### src/rtl/sdram_req_queue.sv
// Request queue in front of the sdram_core controller port: an in-order command FIFO,
// a one-command-at-a-time issue FSM, and a credit-limited read response FIFO.
module sdram_req_queue #(
   parameter int ADDR_WIDTH = 32,
   parameter int DATA_WIDTH = 32,
   parameter int DEPTH      = 4,
   parameter int RSP_DEPTH  = 4,
   localparam int BE_WIDTH  = DATA_WIDTH / 8,
   localparam int CNT_W     = $clog2(DEPTH + 1)
) (
   input  logic                  clk,
   input  logic                  rst_n,
   input  logic                  req_valid,
   output logic                  req_ready,
   input  logic                  req_we,
   input  logic [BE_WIDTH-1:0]   req_be,
   input  logic [ADDR_WIDTH-1:0] req_addr,
   input  logic [DATA_WIDTH-1:0] req_wdata,
   output logic                  rsp_valid,
   input  logic                  rsp_ready,
   output logic [DATA_WIDTH-1:0] rsp_rdata,
   output logic [ADDR_WIDTH-1:0] ctrl_addr,
   output logic [DATA_WIDTH-1:0] ctrl_write_data,
   output logic [BE_WIDTH-1:0]   ctrl_wr,
   output logic                  ctrl_rd,
   input  logic                  ctrl_rdy,
   input  logic                  ctrl_rvalid,
   input  logic [DATA_WIDTH-1:0] ctrl_read_data,
   output logic [CNT_W-1:0]      cmd_count,
   output logic                  err_unexp
);
   localparam int AW  = $clog2(DEPTH);
   localparam int RAW = $clog2(RSP_DEPTH);
   localparam int RPW = RAW + 1;
   localparam int RIW = (RAW > 0) ? RAW : 1;
   localparam int OFS = $clog2(BE_WIDTH);
   localparam logic [ADDR_WIDTH-1:0] ADDR_MASK = ~ADDR_WIDTH'((64'd1 << OFS) - 64'd1);
   localparam logic [RPW:0]          RSP_LIMIT = (RPW + 1)'(RSP_DEPTH);

   typedef enum logic {IDLE, ISSUE} state_t;

   function automatic logic [RIW-1:0] rsp_idx(input logic [RPW-1:0] ptr);
      return RIW'(32'(ptr) % RSP_DEPTH);
   endfunction

   logic                  cmd_we_mem    [DEPTH];
   logic [BE_WIDTH-1:0]   cmd_be_mem    [DEPTH];
   logic [ADDR_WIDTH-1:0] cmd_addr_mem  [DEPTH];
   logic [DATA_WIDTH-1:0] cmd_wdata_mem [DEPTH];
   logic [DATA_WIDTH-1:0] rsp_mem       [RSP_DEPTH];

   logic [AW:0]  cmd_wr_ptr, cmd_rd_ptr;
   logic [RPW-1:0] rsp_wr_ptr, rsp_rd_ptr, rsp_count, rd_inflight;
   state_t       state, state_nxt;
   logic         cmd_push, cmd_pop, cmd_empty;
   logic         ctrl_load, ctrl_clear, rd_accept;
   logic         rsp_push, rsp_pop;
   logic         head_we, head_noop, head_issuable, credit_ok;
   logic [BE_WIDTH-1:0]   head_be;
   logic [ADDR_WIDTH-1:0] head_addr;
   logic [DATA_WIDTH-1:0] head_wdata;
   logic [RPW:0] credit_sum;

   assign cmd_count  = CNT_W'(cmd_wr_ptr - cmd_rd_ptr);
   assign cmd_empty  = (cmd_wr_ptr == cmd_rd_ptr);
   assign req_ready  = (cmd_count < CNT_W'(DEPTH));
   assign cmd_push   = req_valid && req_ready;

   assign head_we    = cmd_we_mem[cmd_rd_ptr[AW-1:0]];
   assign head_be    = cmd_be_mem[cmd_rd_ptr[AW-1:0]];
   assign head_addr  = cmd_addr_mem[cmd_rd_ptr[AW-1:0]];
   assign head_wdata = cmd_wdata_mem[cmd_rd_ptr[AW-1:0]];

   // A read being accepted this edge already holds a response slot.
   assign rd_accept     = (state == ISSUE) && ctrl_rdy && ctrl_rd;
   assign credit_sum    = (RPW + 1)'(rd_inflight) + (RPW + 1)'(rsp_count) + (RPW + 1)'(rd_accept);
   assign credit_ok     = (credit_sum < RSP_LIMIT);
   assign head_noop     = head_we && (head_be == '0);
   assign head_issuable = !cmd_empty && (head_we ? !head_noop : credit_ok);

   assign rsp_count = rsp_wr_ptr - rsp_rd_ptr;
   assign rsp_valid = (rsp_count != '0);
   assign rsp_rdata = rsp_mem[rsp_idx(rsp_rd_ptr)];
   assign rsp_push  = ctrl_rvalid && (rd_inflight != '0);
   assign rsp_pop   = rsp_valid && rsp_ready;

   always_ff @(posedge clk or negedge rst_n) begin
      if (!rst_n) state <= IDLE;
      else        state <= state_nxt;
   end

   always_comb begin
      state_nxt = state;
      case (state)
         IDLE:    if (head_issuable) state_nxt = ISSUE;
         ISSUE:   if (ctrl_rdy && !head_issuable) state_nxt = IDLE;
         default: state_nxt = IDLE;
      endcase
   end

   always_comb begin
      ctrl_load  = 1'b0;
      ctrl_clear = 1'b0;
      cmd_pop    = 1'b0;
      case (state)
         IDLE: begin
            ctrl_load = head_issuable;
            cmd_pop   = head_issuable || (!cmd_empty && head_noop);
         end
         ISSUE: begin
            if (ctrl_rdy) begin
               ctrl_load  = head_issuable;
               ctrl_clear = !head_issuable;
               cmd_pop    = head_issuable;
            end
         end
         default: ;
      endcase
   end

   always_ff @(posedge clk) begin
      if (cmd_push) begin
         cmd_we_mem[cmd_wr_ptr[AW-1:0]]    <= req_we;
         cmd_be_mem[cmd_wr_ptr[AW-1:0]]    <= req_be;
         cmd_addr_mem[cmd_wr_ptr[AW-1:0]]  <= req_addr;
         cmd_wdata_mem[cmd_wr_ptr[AW-1:0]] <= req_wdata;
      end
      if (rsp_push) rsp_mem[rsp_idx(rsp_wr_ptr)] <= ctrl_read_data;
   end

   always_ff @(posedge clk or negedge rst_n) begin
      if (!rst_n) begin
         cmd_wr_ptr  <= '0;
         cmd_rd_ptr  <= '0;
         rsp_wr_ptr  <= '0;
         rsp_rd_ptr  <= '0;
         rd_inflight <= '0;
         err_unexp   <= 1'b0;
      end else begin
         if (cmd_push) cmd_wr_ptr <= cmd_wr_ptr + 1'b1;
         if (cmd_pop)  cmd_rd_ptr <= cmd_rd_ptr + 1'b1;
         if (rsp_push) rsp_wr_ptr <= rsp_wr_ptr + 1'b1;
         if (rsp_pop)  rsp_rd_ptr <= rsp_rd_ptr + 1'b1;
         rd_inflight <= rd_inflight + RPW'(rd_accept) - RPW'(rsp_push);
         if (ctrl_rvalid && (rd_inflight == '0)) err_unexp <= 1'b1;
      end
   end

   always_ff @(posedge clk or negedge rst_n) begin
      if (!rst_n) begin
         ctrl_addr       <= '0;
         ctrl_write_data <= '0;
         ctrl_wr         <= '0;
         ctrl_rd         <= 1'b0;
      end else if (ctrl_load) begin
         ctrl_addr       <= head_addr & ADDR_MASK;
         ctrl_write_data <= head_wdata;
         ctrl_wr         <= head_we ? head_be : '0;
         ctrl_rd         <= !head_we;
      end else if (ctrl_clear) begin
         ctrl_wr <= '0;
         ctrl_rd <= 1'b0;
      end
   end
endmodule

### config.mk
export PLATFORM = sky130hd
export DESIGN_NAME = sdram_req_queue
export DESIGN_NICKNAME = d
export VERILOG_FILES = /design/src/rtl/sdram_req_queue.sv
export SDC_FILE = /design/constraint.sdc
export NUM_CORES = 1
export LEC_CHECK = 0
export CORE_MARGIN = 2
export CORE_UTILIZATION = 39
export CTS_CLUSTER_SIZE = 30
export DETAILED_ROUTE_END_ITERATION = 6
export PLACE_DENSITY_LB_ADDON = 0.3
export SLEW_MARGIN = 30
export SYNTH_ARGS = -nofsm -noshare
export SYNTH_HDL_FRONTEND = slang
export SYNTH_SLANG_ARGS = --single-unit
### constraint.sdc
create_clock -name clk -period 3.6 [get_ports clk]
set_input_delay 0.54 -clock clk [delete_from_list [all_inputs] [get_ports clk]]
set_output_delay 0.54 -clock clk [all_outputs]
set_load 0.05 [all_outputs]
==> metrics.yaml <==
clock_network:
  clk_path_buf_depth: 3
  cts_buffers: 50
  cts.clk_slew.worst_paths_ns: 0.06
  cts_sinks: 480
  cts_htree_levels: 2
  cts_resized: 0
  clk_latency_ns: 0.61
  cts_setup_buffers: 0
  cts_tree: "done"
  cts_root_buf: "clkbuf_16"
  postCtsHoldBufs: 0
global_routing:
  grt_max_degree: 48
  gr-total-overflow: 0
  grt_pass1_wl_mm: 54.86
  antenna_found_initial: 6
  grtUsageTotal_pct: 15.49
  first_global_vias: 9034
timing:
  timing.final.ws_setup_ns: 0.1950
  drv_slew: 0
  maxSlewHeadroom_pct: 50.98
  period_minus_slack_ns: 3.405
  setup_viol: 0
  post-route-period-util_pct: 94.58
  fin_setup_tns_ns: 0
  rsz0062_at_grt: "false"
  tightest_slew_ns: 0.7353
  skew_ns: 0.02906
  hold_viol: 0
  max_clock_freq_mhz: 293.7
layout:
  area_growth_pct: 25.69
  final_cell_mix: "edfxtp_1, clkdlybuf4s50_1, mux4_2"
  fin_cells: 1674
  drive_gt1_share_pct: 26.31
  nNetsFinal: 1159
  final_common_cell: "edfxtp_1"
setup_path:
  reg2regPathDepth: 13
  slowest_delay_ns: 0.75
  end_kind: "primary output"
  cp_max_fo: 34
  cp_cell_sequence: "buf_4, mux4_2, clkdlybuf4s50_1"
  worst_path_max_delay_cell: "clkdlybuf4s50_1"
  crit_type: "flip-flop to primary output"
  required_ns: 3.06
  crit_path_start_kind: "flip-flop"
  arrival_ns: 2.87
routing:
  vias: 8222
  route.antenna.remaining_nets: 0
  first_pass_iters: 4
  wl_per_cell_um: 21.61
  routed_wirelength_mm: 36.18
  viasPerCell: 4.912
  drc_errors: 0
  initialDrtViolationCount: 445
synthesis:
  yosys_warnings: 0
  ys_types: 37
  synthAdderAreaFrac_pct: 1.581
  syn_avg_cell_area_um2: 23.28
  synth_compound_area_share_pct: 0.5687
  syn_area_um2: 18040
  synth_edf_count: 396
  synth_xor_area_share_pct: 0.6796
  ys_seq_area_share_pct: 77.56
  synth_mux_area_share_pct: 17.09
  synth-simple-area-share_pct: 0.9223
  ys.flop_type: "edfxtp_1"
  synthArstFlopShare_pct: 17.50
  syn_inst: 775
  synth_seq_cells: 480
  synth_top_family_by_area: "multiplexers"
die:
  row_count: 78
  start_util_pct: 39.67
  chipHeight_um: 219.1
  dieArea_um2: 48000
  ios: 214
  die_w_um: 219.1
  core-area_um2: 45480
power_and_ir_drop:
  powerDensity_nw_per_um2: 1034
  p_leak_nw: 7.833
  peakVddDrop_mv: 0.6510
hold_path:
  hold_path_class: "input port to asynchronous set/reset pin"
place:
  pre_cts_ws_ns: 0.1333
  dp.cells: 1579
  dp.final_hpwl_mm: 21.96
  gp_congestion: 0.7094
  port_buffers: 209
run_status:
  status: "finished, final reports clean"
run:
  max_cap_violations: 0
-- area by class of cell --
type	count	area (um^2)
repair buffers	237	2429
fillers	3737	22800
inverters	17	63.81
clock buffers	64	1334
diodes	2	5.005
clock inverters	29	297.8
flip-flops and latches	480	14000
well taps	600	750.7
multi-input cells	245	3795
-- synthesized netlist by cell type (2+ instances only) --
library cell	count	area [um^2]
clkbuf_1	19	71.32
buf_6	2	22.52
xnor2_1	10	87.58
mux2_4	30	450.4
buf_1	4	15.01
mux2_2	34	382.9
o21ai_0	4	20.02
and3_1	7	43.79
nand3_1	2	10.01
a31o_2	3	26.28
inv_1	17	63.81
mux2i_1	2	20.02
fa_1	3	60.06
xor2_1	4	35.03
and2_1	5	31.28
nand2_1	9	33.78
dfrtp_1	84	2102
mux4_2	99	2230
buf_4	5	37.54
buf_12	3	60.06
edfxtp_1	396	11890
ha_1	18	225.2
-- stage by stage --
step	hold slack, ns	cell area [um^2]	total power, mW	utilization, %
2_1_floorplan	0.2444	18050	15.60	-
3_3_place_gp	0.4764	21030	18.56	46.23
3_5_place_dp	0.4864	21030	18.70	46.23
4_1_cts	0.001652	22660	23.83	49.82
5_1_grt	0.02873	22670	24.64	49.85
6_report	0.001323	22680	23.45	49.86
-- routing by layer --
metal | GRT usage [%] | wire [um] | up-vias | part of all wire (%)
met2 | 25.15 | 17710 | 218 | 49
li1 | - | - | 3673 | -
met5 | 0 | 57 | - | 0.16
met3 | 5.655 | 2947 | 62 | 8.1
met4 | 4.032 | 719 | 8 | 2.0
met1 | 19.77 | 14750 | 4261 | 41
-- worst paths after layout --
| kind | from | endpoint | slack (ns) |
|---|---|---|---|
| setup / recovery | rsp_rd_ptr[0]$_DFFE_PN0P_ | rsp_rdata[13] | 0.19 |
| hold / removal | rst_n | ctrl_write_data[29]$_DFFE_PN0P_ | 0.001 |
| setup reg to reg | rsp_wr_ptr[0]$_DFFE_PN0P_ | ctrl_addr[16]$_DFFE_PN0P_ | 0.23 |
| hold reg to reg | err_unexp$_DFFE_PN0P_ | err_unexp$_DFFE_PN0P_ | 0.48 |
| max in group asynchronous | rst_n | cmd_rd_ptr[0]$_DFFE_PN0P_ | 2.78 |
| min in group clk | err_unexp$_DFFE_PN0P_ | err_unexp$_DFFE_PN0P_ | 0.48 |
-- kinds of logic (layout without fill, tap and decap cells) --
group,after synthesis,count (layout)
buffers and inverters,51,347
DFF,480,480
muxes,165,165
AOI/OAI and AO/OA,14,14
adders and majority gates,21,21
other,1,4
and+or+nand+nor,29,29
xor gates and xnor gates,14,14
-- critical path: cells and delay by family (launching register included) --
family,cells,cell delay [ns]
buffers and inverters,2,1.31
DFF,1,0.36
muxes,1,0.59
-- state kept, by name (all words and copies together), names as in the netlist, 3 cells and up --
register         flops
rsp_mem            128
cmd_addr_mem       120
ctrl_wr              4
rd_inflight          3
cmd_wr_ptr           3
cmd_rd_ptr           3
ctrl_addr           30
cmd_wdata_mem      128
ctrl_write_data     32
rsp_wr_ptr           3
cmd_be_mem          16
rsp_rd_ptr           3
cmd_we_mem           4
-- power breakdown --
| group | total (mW) | internal, mW | switching [mW] |
|---|---|---|---|
| Sequential | 8.21 | 7.70 | 0.507 |
| Clock | 5.06 | 2.93 | 2.14 |
| Combinational | 10.2 | 4.33 | 5.84 |
(Power assumes the default switching activity.)
